`src/rtl/nano_rx_pkg.sv`:
```
// Shared types and constants for the nano serial word receiver.
package nano_rx_pkg;

  localparam int WORD_W    = 16;
  localparam int BIT_CNT_W = $clog2(WORD_W);

  typedef enum logic [1:0] {
    IDLE  = 2'd0,
    START = 2'd1,
    DATA  = 2'd2,
    STOP  = 2'd3
  } rx_state_t;

endpackage

```
`src/rtl/nano_rx_sync2.sv`:
```
// Two-flop synchronizer for an asynchronous, idle-high input.
module sync2 (
  input  logic ck,
  input  logic rst,
  input  logic d,
  output logic q
);

  logic meta_q;
  logic sync_q;

  // Resolve metastability over two stages; resets to the idle (high) level.
  always_ff @(posedge ck or negedge rst) begin
    if (!rst) begin
      meta_q <= 1'b1;
      sync_q <= 1'b1;
    end else begin
      meta_q <= d;
      sync_q <= meta_q;
    end
  end

  assign q = sync_q;

endmodule

```
`src/rtl/nano_rx.sv`:
```
// Oversampling deframer for the 16-bit nano serial line with a polled holding register.
module nano_rx
  import nano_rx_pkg::*;
#(
  parameter int CLKS_PER_BIT = 16
) (
  input  logic              ck,
  input  logic              rst,
  input  logic              linha,
  input  logic              rd,
  output logic [WORD_W-1:0] palavra,
  output logic              ready,
  output logic              frame_err,
  output logic              overrun,
  output logic              busy
);

  localparam int CW = $clog2(CLKS_PER_BIT);
  localparam logic [CW-1:0]        HALF_END = CW'(CLKS_PER_BIT / 2 - 1);
  localparam logic [CW-1:0]        BIT_END  = CW'(CLKS_PER_BIT - 1);
  localparam logic [BIT_CNT_W-1:0] LAST_BIT = BIT_CNT_W'(WORD_W - 1);

  logic                 line_s, prev_q, fall_s, half_s, cyc_end_s, stop_sample_s;
  rx_state_t            state_q, state_d;
  logic [CW-1:0]        cyc_q, cyc_d;
  logic [BIT_CNT_W-1:0] bit_q, bit_d;
  logic [WORD_W-1:0]    shreg_q, shreg_d, palavra_q, palavra_d;
  logic                 ready_q, ready_d, frame_err_q, frame_err_d;
  logic                 overrun_q, overrun_d, busy_q, busy_d;

  sync2 u_sync (.ck(ck), .rst(rst), .d(linha), .q(line_s));

  assign fall_s        = prev_q & ~line_s;
  assign half_s        = (cyc_q == HALF_END);
  assign cyc_end_s     = (cyc_q == BIT_END);
  assign stop_sample_s = (state_q == STOP) & cyc_end_s;

  always_ff @(posedge ck or negedge rst) begin
    if (!rst) begin
      state_q <= IDLE;
    end else begin
      state_q <= state_d;
    end
  end

  always_comb begin
    state_d = state_q;
    case (state_q)
      IDLE:    if (fall_s) state_d = START; else state_d = IDLE;
      START:   if (half_s) state_d = line_s ? IDLE : DATA; else state_d = START;
      DATA:    if (cyc_end_s && (bit_q == LAST_BIT)) state_d = STOP; else state_d = DATA;
      STOP:    if (cyc_end_s) state_d = IDLE; else state_d = STOP;
      default: state_d = IDLE;
    endcase
  end

  // Counters and shift register; data bits enter at the MSB so the LSB lands at bit 0.
  always_comb begin
    cyc_d   = cyc_q + CW'(1);
    bit_d   = bit_q;
    shreg_d = shreg_q;
    case (state_q)
      IDLE: begin
        cyc_d = {CW{1'b0}};
        bit_d = {BIT_CNT_W{1'b0}};
      end
      START: if (half_s) cyc_d = {CW{1'b0}}; else cyc_d = cyc_q + CW'(1);
      DATA: begin
        if (cyc_end_s) begin
          cyc_d   = {CW{1'b0}};
          bit_d   = bit_q + BIT_CNT_W'(1);
          shreg_d = {line_s, shreg_q[WORD_W-1:1]};
        end else begin
          cyc_d = cyc_q + CW'(1);
        end
      end
      STOP:    if (cyc_end_s) cyc_d = {CW{1'b0}}; else cyc_d = cyc_q + CW'(1);
      default: cyc_d = {CW{1'b0}};
    endcase
  end

  // Holding register and flags: a word load overrides a coincident read.
  always_comb begin
    palavra_d   = palavra_q;
    ready_d     = rd ? 1'b0 : ready_q;
    frame_err_d = rd ? 1'b0 : frame_err_q;
    overrun_d   = rd ? 1'b0 : overrun_q;
    busy_d      = (state_d != IDLE);
    if (stop_sample_s) begin
      if (line_s) begin
        palavra_d = shreg_q;
        ready_d   = 1'b1;
        overrun_d = rd ? 1'b0 : (overrun_q | ready_q);
      end else begin
        frame_err_d = 1'b1;
      end
    end else begin
      palavra_d = palavra_d;
    end
  end

  always_ff @(posedge ck or negedge rst) begin
    if (!rst) begin
      prev_q      <= 1'b1;
      cyc_q       <= {CW{1'b0}};
      bit_q       <= {BIT_CNT_W{1'b0}};
      shreg_q     <= {WORD_W{1'b0}};
      palavra_q   <= {WORD_W{1'b0}};
      ready_q     <= 1'b0;
      frame_err_q <= 1'b0;
      overrun_q   <= 1'b0;
      busy_q      <= 1'b0;
    end else begin
      prev_q      <= line_s;
      cyc_q       <= cyc_d;
      bit_q       <= bit_d;
      shreg_q     <= shreg_d;
      palavra_q   <= palavra_d;
      ready_q     <= ready_d;
      frame_err_q <= frame_err_d;
      overrun_q   <= overrun_d;
      busy_q      <= busy_d;
    end
  end

  assign palavra   = palavra_q;
  assign ready     = ready_q;
  assign frame_err = frame_err_q;
  assign overrun   = overrun_q;
  assign busy      = busy_q;

endmodule
```
`config.mk`:
```
export PLATFORM = sky130hd
export DESIGN_NAME = nano_rx
export DESIGN_NICKNAME = d
export VERILOG_FILES = /design/src/rtl/nano_rx_pkg.sv /design/src/rtl/nano_rx_sync2.sv /design/src/rtl/nano_rx.sv
export SDC_FILE = /design/constraint.sdc
export NUM_CORES = 1
export LEC_CHECK = 0
export ABC_CLOCK_PERIOD_IN_PS = 2100
export CAP_MARGIN = 25
export CORE_AREA = 5 5 70 72
export CTS_BUF_LIST = sky130_fd_sc_hd__clkbuf_2
export CTS_CLUSTER_SIZE = 28
export DETAILED_ROUTE_END_ITERATION = 16
export DIE_AREA = 0 0 75 77
export DONT_BUFFER_PORTS = 1
export GPL_ROUTABILITY_DRIVEN = 1
export PLACE_DENSITY_LB_ADDON = 0.2
export SLEW_MARGIN = 15
export SYNTH_ARGS = -nofsm -noshare
export SYNTH_HDL_FRONTEND = slang
export SYNTH_SLANG_ARGS = --single-unit
```
`constraint.sdc`:
```
create_clock -name ck -period 2.1 [get_ports ck]
set_input_delay 0.21 -clock ck [delete_from_list [all_inputs] [get_ports ck]]
set_output_delay 0.21 -clock ck [all_outputs]
set_load 0.05 [all_outputs]
```
==> results.md, run 1 <==
- Longest Clk Path Bufs: 2
- Pwr per Cell Area: between 800 and 900 nW/um^2
- Final min period: approximately 1800 ps
- Gp weighted congestion: roughly 0.75
- CTS tree: yes
- Initial Util: 0.4772
- ANT cells: 0
- Worst Path Max Fanout: 18
- First-pass detailed-route iteration total: 4
- Synthesized instance count: between 100 and 150
- Slew Viols, Final: 0
- DRC viols: 0
- Syn nets: between 100 and 150
- Clk_skew: ~18 ps
- Status: completed
- Reg2reg start: cyc_q[0]
- Num ports: 24
- Final ANT Viol Nets: 0
- Clk_lat worst skew: ~420 ps
- Final setup violation count: 0
- Die area: 5775 sq um
- Max Freq: roughly 550 MHz
- Postcts setup bufs: 0
- Cts hold-fix bufs: 4
- Final instance area: 2115 sq um
- CTS H-tree depth: 2
- Critical Path RT: approximately 2400 ps
- Vias in the first global route: ~1100
- CP cell instances: ha_1 > nand4_2 > nor2_4 > mux2_2
- Critical path launch point type: flip-flop
- Synthesized area: between 2000 and 2500 sq um
- IO Port Bufs: 0
- Antenna violations before repair: 0
- Largest incremental delay on the critical path: ~430 ps
- Layout cell share with drive strength beyond 1: 0.3381
- Leakage: approximately 1.0 nW
- Clk sinks: between 40 and 50
- Slew at the pin with the worst max-slew slack: around 500 ps
- M3 GR Usage: 0.05752
- Yosys warns: 0
- Post-CTS sizing: 0
- Layout area overhead: 4.644%
- Core Rows: 24
- Post-DP HPWL: approximately 2.0 mm
- Gr usage total: 0.1208
- Crit path launch: cyc_q[0]
- Via count: about 1000
- Ys flop type: dfrtp_1
- Cell family with most CP delay: simple AND/OR/NAND/NOR gates
- First-pass GRT wire length: 5.333 mm
- Final WL: ~3.0 mm
- Final period util: 0.8648
- Peak supply drop: 0.4017 mV
- Final Power: ~1.8 mW
- Slowest-stage cell, CP: dfrtp_1
- Met1 usage: 0.1538
- Slew HR: 0.6672
- Worst Path Arrival: about 2200 ps
- Total congestion overflow: 0
- Initial DRC count: 55
- CTS root buf: clkbuf_2
- Cell variety after synth: 34
- Largest net degree at the start of global routing: 50
- Hold WC Path Type: input port to asynchronous set/reset pin
- Cell Area, Placed: ~2000 sq um
- Critical path type: flip-flop to flip-flop
- Flops & latches, synth: about 50
- Total core area: 4234 sq um
- Hold WS: between 200 and 250 ps
- CTS Buf Count: 5
- TNS Setup: 0 ps
- Clk slew on worst S/H paths: roughly 240 ps
- Met2 Track Usage GR: 0.1777
- Register area share after synthesis: 0.6087
- Mean routed wirelength per cell: 15.76 um
- Die span in y: about 77 um
- Vias per cell: roughly 5.5
- # Max-Cap Violations: 0
- Setup crit end kind: flip-flop
- GRT Max-Usage Layer: met2
- Ys async rst share: 1.000
- Final Hold Viols: 0
- RSZ-0062 raised after global routing: false
- Post-synth EDFFs: 0
- WP buf/inv: 0
- Final net count: roughly 140
- Die width: about 75 um
- Syn_area_per_cell: 14.97 sq um
## worst register-to-register path: stages (launching register included)
cell and delay, ps:
dfrtp_1 430, ha_1 300, nand4_2 190, nor2_4 430
mux2_2 400
## report_power, final
| part | switching [mW] | leakage (nW) | internal [mW] | total (mW) |
|---|---|---|---|---|
| registers | 0.143 | 0.656 | 1.02 | 1.16 |
| logic | 0.112 | 0.337 | 0.115 | 0.227 |
| clock network | 0.295 | 0.0284 | 0.0795 | 0.375 |
| total | 0.549 | 1.02 | 1.21 | 1.76 |
## stage by stage
stage | worst slack (ps) | cells | util
final | 283.9 | 191 | 0.4994
after global routing | 163.9 | 191 | 0.4994
after CTS | 265.1 | 191 | 0.4994
after detailed placement | 277.1 | 179 | 0.4761
after global placement | 348.5 | 179 | 0.4761
after floorplan | 444.3 | 135 | -
## Yosys cell counts (3+ instances only)
cell type	n	area share
dfstp_2	3	0.039
buf_6	3	0.017
dfrtp_1	46	0.57
nor3_1	3	0.0074
nor2_1	4	0.0074
a21o_1	3	0.011
mux2_2	23	0.13
mux2_4	9	0.067
nand3_1	4	0.0099
inv_1	3	0.0056
a31oi_1	3	0.0093
a21oi_1	4	0.0099
## flip-flops by register name, summed over array words and instances (netlist names)
| signal | count |
|---|---|
| bit_q | 4 |
| frame_err | 1 |
| u_sync.meta_q | 1 |
| ready | 1 |
| palavra | 16 |
| overrun | 1 |
| busy | 1 |
| cyc_q | 4 |
| prev_q | 1 |
| u_sync.q | 1 |
| state_q | 2 |
| shreg_q | 16 |
## cell type report
type                    count  area, sq um
fillers                   360         2120
flip-flops and latches     49         1230
multi-input cells          75        709.4
well taps                  52        65.06
repair buffers              4        57.56
clock buffers               5        25.02
clock inverters             3        16.27
inverters                   3        11.26
## final timing paths
kind                                       to  slack, ps  depth (start not counted)
worst max-delay path              shreg_q[12]        280                          4
worst min-delay path                 bit_q[1]        250                          2
worst max register to register    shreg_q[12]        280                          4
worst min register to register       u_sync.q        390                          0
max in group asynchronous            u_sync.q       1580                          2
min in group ck                 u_sync.meta_q        290                          1
## layer usage
metal,wire (um),part of all wire
met1,1384,0.46
met2,1416,0.47
met3,178,0.059
met4,31,0.010
met5,0,0
## logic make-up after synthesis
group	synth area share
AOI/OAI and AO/OA	0.05883
xor gates and xnor gates	0.01301
adders and majority gates	0.01238
buffers and inverters	0.04024
DFF	0.6087
muxes	0.1950
and+or+nand+nor	0.07183
## cells in the final DEF, fill, tap and decap left out, types with 2 or more instances in the layout
cell type	instances
mux2_4	9
a21oi_1	4
nor2_1	4
ha_1	2
dfstp_2	3
and3_4	2
dfrtp_1	46
nand3_1	4
a31oi_1	3
clkinv_1	2
a21o_1	3
a22o_1	2
inv_1	3
dlygate4sd3_1	3
nor3_1	3
xnor2_1	2
clkbuf_2	5
mux2_2	23
Note: power is estimated with default switching activity, not from simulation.
==> run 2, diff against run 1 <==
Settings changed: SYNTH_HIERARCHICAL from default to 1.
==> results.md, run 2 <==
- Status: completed (unchanged)
- Hold WC Path Type: input port to asynchronous set/reset pin (unchanged)
- Final WL: 3.009 mm (was 3.010 mm)
- Total congestion overflow: 0 (unchanged)
- ANT cells: 0 (unchanged)
- Cell variety after synth: 33 (was 34)
- First-pass detailed-route iteration total: 4 (unchanged)
- Cell accounting for the most synthesized area: dfrtp_1 (unchanged)
- Post-CTS sizing: 0 (unchanged)
- Clk slew on worst S/H paths: 240 ps (about the same)
- Die area: 5775 sq um (unchanged)
- RSZ-0062 raised after global routing: false (unchanged)
- Final ANT Viol Nets: 0 (unchanged)
- Initial Util: 0.4690 (was 0.4772)
- Final instance area: 2112 sq um (was 2115 sq um)
- Ys async rst share: 1.000 (unchanged)
- Clk_lat worst skew: 420 ps (about the same)
- Slew HR: 0.6622 (was 0.6672)
- Post-Place Setup Slack: 310.3 ps (was 277.1 ps)
- First-pass GRT wire length: 5.271 mm (was 5.333 mm)
- Gr usage total: 0.1188 (was 0.1208)
- Largest net degree at the start of global routing: 50 (unchanged)
- Mean routed wirelength per cell: 15.59 um (was 15.76 um)
- CTS tree: yes (unchanged)
- Dpl cells: 181 (was 179)
- Longest Clk Path Bufs: 2 (unchanged)
- Cell Area, Placed: 2017 sq um (was 2016 sq um)
- Die span in y: 77 um (unchanged)
- CTS H-tree depth: 2 (unchanged)
- Share of power burned in registers: 0.666 (was 0.659)
- Vias per cell: 5.420 (was 5.471)
- Worst Path Max Fanout: 18 (unchanged)
- CTS root buf: clkbuf_2 (unchanged)
- Largest incremental delay on the critical path: 420 ps (was 430 ps)
- Final net count: 146 (was 144)
- Pwr per Cell Area: 813.4 nW/um^2 (was 833.1 nW/um^2)
- Leakage: 1.055 nW (was 1.021 nW)
- Worst Path Arrival: 2120 ps (was 2160 ps)
- TNS Setup: 0 ps (unchanged)
- Initial DRC count: 71 (was 55)
- Top post-synthesis cells by count: dfrtp_1 (46), mux2_2 (25), mux2_4 (8), nor2_1 (7) (was dfrtp_1 (46), mux2_2 (23), mux2_4 (9))
- Synthesized instance count: 134 (was 135)
- Layout cell share with drive strength beyond 1: 0.3262 (was 0.3381)
- Yosys warns: 6 (was 0)
- DRC viols: 0 (unchanged)
- Final Hold Viols: 0 (unchanged)
- Clk_skew: 25.88 ps (was 17.72 ps)
- Die width: 75 um (unchanged)
- Antenna violations before repair: 0 (unchanged)
- Critical path type: flip-flop to flip-flop (unchanged)
- Slew at the pin with the worst max-slew slack: 505.4 ps (was 499.1 ps)
- P_int: 1.196 mW (was 1.212 mW)
- Gp weighted congestion: 0.7599 (was 0.7537)
- Clk pwr share: 0.206 (was 0.213)
- Layout area overhead: 6.364% (was 4.644%)
- Total core area: 4234 sq um (unchanged)
- Core Rows: 24 (unchanged)
- Final min period: 1805 ps (was 1816 ps)
- Fin util: 0.4988 (was 0.4994)
- NetSw: 0.5222 mW (was 0.5494 mW)
- Gate power share: 0.128 (was 0.129)
- Sw Ratio: 0.3040 (was 0.3119)
- CP cell instances: ha_1 > and4_1 > nand3_4 > mux2_4 (was ha_1 > nand4_2 > nor2_4 > mux2_2)
- Reg area: 1230 sq um (unchanged)
- Most frequent cells in the layout: dfrtp_1 (46), mux2_2 (25), mux2_4 (8) (was dfrtp_1 (46), mux2_2 (23), mux2_4 (9))
- Register area share after synthesis: 0.6194 (was 0.6087)
- Slew Viols, Final: 0 (unchanged)
- Peak supply drop: 0.3662 mV (was 0.4017 mV)
- Post-DP HPWL: 1.951 mm (was 2.016 mm)
- Setup WS post-layout: 295.0 ps (was 283.9 ps)
- Synth top area share: 0.5797 (was 0.5697)
- Post-synth EDFFs: 0 (unchanged)
- Area occupied by multi-input gates: 703.2 sq um (was 709.4 sq um)
- Critical path launch point type: flip-flop (unchanged)
- Count leader, synth: dfrtp_1 (unchanged)
- Worst R2R Setup Slack: 290 ps (was 280 ps)
- Vias in the first global route: 1108 (was 1116)
- Synthesized area: 1986 sq um (was 2021 sq um)
- CTS Buf Count: 5 (unchanged)
- # Max-Cap Violations: 0 (unchanged)
- Max Freq: 554.0 MHz (was 550.6 MHz)
- Flops & latches, synth: 49 (unchanged)
- Via count: 1046 (was 1045)
- Clk sinks: 49 (unchanged)
- Filler instances: 351 (was 360)
- Num ports: 24 (unchanged)
- Critical Path RT: 2410 ps (was 2440 ps)
- Slowest-stage cell, CP: dfrtp_1 (unchanged)
- IO Port Bufs: 0 (unchanged)
- Syn_area_per_cell: 14.82 sq um (was 14.97 sq um)
- Final cell count without fillers: 193 (was 191)
- Final period util: 0.8595 (was 0.8648)
- Syn nets: 140 (was 141)
- Ys flop type: dfrtp_1 (unchanged)
- Cts hold-fix bufs: 4 (unchanged)
- Setup crit end kind: flip-flop (unchanged)
- Dominant cells by area after synthesis: dfrtp_1 (58%), mux2_2 (14%), mux2_4 (6.0%) (was dfrtp_1 (57%), mux2_2 (13%), mux2_4 (6.7%))
- Final setup violation count: 0 (unchanged)
- Commonest non-fill, non-tap cell in the layout: dfrtp_1 (unchanged)
- Postcts setup bufs: 0 (unchanged)
run 2: area by class of cell:
type | instances | area share
Sequential cell | 49 | 0.5823
Inverter | 5 | 0.008886
Tap cell | 52 | 0.03081
Multi-Input combinational cell | 75 | 0.3329
Clock buffer | 5 | 0.01185
Timing Repair Buffer | 4 | 0.02725
Clock inverter | 3 | 0.005924
run 2: per-stage QoR:
step                hold slack, ps  power (mW)
finish                       249.8       1.718
global route                 213.7       1.830
detailed placement          -83.92       1.358
global placement            -84.31       1.343
floorplan                   -85.59       1.327
CTS                          232.9       1.743
run 2: worst paths after layout:
kind                          startpoint            end  cells past startpoint
min in group ck                    linha  u_sync/meta_q                      1
max                             cyc_q[0]     palavra[9]                      4
min reg2reg                u_sync/meta_q       u_sync/q                      0
max reg2reg                     cyc_q[0]     palavra[9]                      4
min                                  rst    palavra[14]                      2
max in group asynchronous            rst         prev_q                      2
run 2: worst max-delay path, delay by kind of cell (launching register included):
kind          cells  cell delay (ps)
fa+ha+maj         1              260
flops             1              420
mux               1              400
simple gates      2              630
run 2: cells by family after synthesis:
family	share of synthesized area
simple gates	0.07688
fa+ha+maj	0.01260
xor+xnor	0.01765
buf+inv	0.02646
mux	0.2023
flops	0.6194
compound gates	0.04475
run 2: metal layers:
metal  part of all wire  up-vias  track usage  wire (um)
li1                   -      483            -          -
met1               0.43      538       0.1482       1298
met2               0.50       20       0.1864       1490
met3              0.057        5      0.04314        171
met4              0.016        0      0.04270         49
met5                  0        -            0          0
run 2: power groups by stage:
stage          registers (mW)  logic, mW  clock network [mW]
2_1_floorplan            1.11      0.221                   0
3_5_place_dp             1.16      0.195                   0
3_3_place_gp             1.16      0.186                   0
6_report                 1.14      0.220               0.354
4_1_cts                  1.15      0.225               0.373
5_1_grt                  1.16      0.259               0.413
==> run 3, diff against run 2 <==
Settings changed: REMOVE_ABC_BUFFERS from default to 1.
==> results.md, run 3 (synthesis gave the netlist of run 2 again) <==
- Final Hold Viols: 0 (unchanged)
- Slowest-stage cell, CP: nor2_4 (was dfrtp_1)
- RSZ-0062 raised after global routing: false (unchanged)
- Total core area: 4234 sq um (unchanged)
- Area occupied by multi-input gates: 703.2 sq um (unchanged)
- First-pass GRT wire length: 5.257 mm (was 5.271 mm)
- DRC viols: 0 (unchanged)
- Initial Util: 0.4690 (unchanged)
- Initial DRC count: 31 (was 71)
- Pwr per Cell Area: 831.9 nW/um^2 (was 813.4 nW/um^2)
- Clk_skew: 20.66 ps (was 25.88 ps)
- Final Power: 1.762 mW (was 1.718 mW)
- TNS Setup: 0 ps (unchanged)
- Final period util: 0.8703 (was 0.8595)
- Layout area overhead: 6.679% (was 6.364%)
- Post-DP HPWL: 2.007 mm (was 1.951 mm)
- GRT Max-Usage Layer: met2 (unchanged)
- Largest incremental delay on the critical path: 450 ps (was 420 ps)
- Critical path type: flip-flop to flip-flop (unchanged)
- Slew HR: 0.6607 (was 0.6622)
- Setup crit end kind: flip-flop (unchanged)
- IO Port Bufs: 0 (unchanged)
- Clk sinks: 49 (unchanged)
- Met2 Track Usage GR: 0.1864 (unchanged)
- Slew Viols, Final: 0 (unchanged)
- Worst Path Arrival: 2150 ps (was 2120 ps)
- Layout cell share with drive strength beyond 1: 0.3404 (was 0.3262)
- Max Freq: 547.2 MHz (was 554.0 MHz)
- CTS root buf: clkbuf_2 (unchanged)
- Cell Area, Placed: 2017 sq um (unchanged)
- Vias per cell: 5.389 (was 5.420)
- Worst Path Max Fanout: 19 (was 18)
- Post-CTS sizing: 0 (unchanged)
- Gr usage total: 0.1181 (was 0.1188)
- Final min period: 1828 ps (was 1805 ps)
- Most frequent cells in the layout: dfrtp_1 (46), mux2_2 (25), mux2_4 (8) (unchanged)
- Clk slew on worst S/H paths: 240 ps (about the same)
- Final net count: 146 (unchanged)
- Final WL: 3.072 mm (was 3.009 mm)
- Leakage: 1.060 nW (was 1.055 nW)
- Die area: 5775 sq um (unchanged)
- Vias in the first global route: 1090 (was 1108)
- Antenna violations before repair: 0 (unchanged)
- Final ANT Viol Nets: 0 (unchanged)
- Clk_lat worst skew: 430 ps (was 420 ps)
- Via count: 1040 (was 1046)
- Gp weighted congestion: 0.7179 (was 0.7599)
- Total congestion overflow: 0 (unchanged)
- Peak supply drop: 0.4876 mV (was 0.3662 mV)
- CP cell instances: ha_1 > nand4_2 > nor2_4 > mux2_2 (was ha_1 > and4_1 > nand3_4 > mux2_4)
- CTS Buf Count: 5 (unchanged)
- Reg area: 1230 sq um (unchanged)
- Commonest non-fill, non-tap cell in the layout: dfrtp_1 (unchanged)
- # Max-Cap Violations: 0 (unchanged)
- Final setup violation count: 0 (unchanged)
- Final instance area: 2118 sq um (was 2112 sq um)
- First-pass detailed-route iteration total: 4 (unchanged)
- Longest Clk Path Bufs: 2 (unchanged)
- Core Rows: 24 (unchanged)
- Met1 usage: 0.1429 (was 0.1482)
- Largest net degree at the start of global routing: 50 (unchanged)
- CTS H-tree depth: 2 (unchanged)
- ANT cells: 0 (unchanged)
- Num ports: 24 (unchanged)
- Hold WC Path Type: input port to asynchronous set/reset pin (unchanged)
- Status: completed (unchanged)
- Filler instances: 358 (was 351)
- Critical Path RT: 2430 ps (was 2410 ps)
- M3 GR Usage: 0.04444 (was 0.04314)
- Mean routed wirelength per cell: 15.92 um (was 15.59 um)
- Die span in y: 77 um (unchanged)
- Critical path launch point type: flip-flop (unchanged)
- Slew at the pin with the worst max-slew slack: 507.7 ps (was 505.4 ps)
- CTS tree: yes (unchanged)
- Die width: 75 um (unchanged)
run 3: changes by cell type in the layout (fill, tap and decap cells not counted):
| cell | delta |
|---|---|
| clkbuf_2 | +1 |
| clkinv_1 | -2 |
| inv_6 | +1 |
run 3: layout make-up:
cell class	instances	area share
multi-input cells	75	0.3320
flip-flops and latches	49	0.5806
clock buffers	6	0.01418
well taps	52	0.03071
clock inverters	2	0.006497
repair buffers	4	0.02717
inverters	5	0.008860
run 3: per-layer routing:
| layer | share of wire | vias up |
|---|---|---|
| met3 | 0.047 | 8 |
| met2 | 0.49 | 21 |
| li1 | - | 481 |
| met1 | 0.44 | 530 |
| met5 | 0 | - |
| met4 | 0.022 | 0 |
run 3: per-stage QoR:
step | setup WS, ps | utilization | std cells | hold slack, ps
floorplan | 508.8 | - | 129 | -85.59
global placement | 368.6 | 0.4764 | 181 | -84.18
detailed placement | 276.7 | 0.4764 | 181 | -84.00
CTS | 267.8 | 0.5003 | 193 | 236.5
global route | 173.9 | 0.5003 | 193 | 220.8
finish | 272.5 | 0.5003 | 193 | 237.7
run 3: final timing paths:
path                          startpoint       endpoint  slack [ps]  cells after the start
hold / removal                       rst    palavra[15]         240                      2
setup reg to reg                cyc_q[0]     shreg_q[5]         270                      4
hold reg to reg            u_sync/meta_q       u_sync/q         370                      0
setup / recovery                cyc_q[0]     shreg_q[5]         270                      4
max in group asynchronous            rst       u_sync/q        1570                      2
min in group ck                    linha  u_sync/meta_q         310                      1
run 3: critical path: cells and delay by family (launching register included):
family | cells | cell delay (ps)
adders and majority gates | 1 | 270
DFF | 1 | 420
muxes | 1 | 400
and+or+nand+nor | 2 | 650
run 3: power breakdown:
part           switching, mW  leakage (nW)  total (mW)  internal, mW
logic                  0.123         0.371       0.231         0.108
registers              0.132         0.656        1.15          1.02
clock network          0.293        0.0334       0.383        0.0902
total                  0.549          1.06        1.76          1.21
run 3: repair_timing:
action,4_1_cts,5_1_grt
hold buffers,4,0
hold endpoints to repair,53,0
buffers inserted,0,0
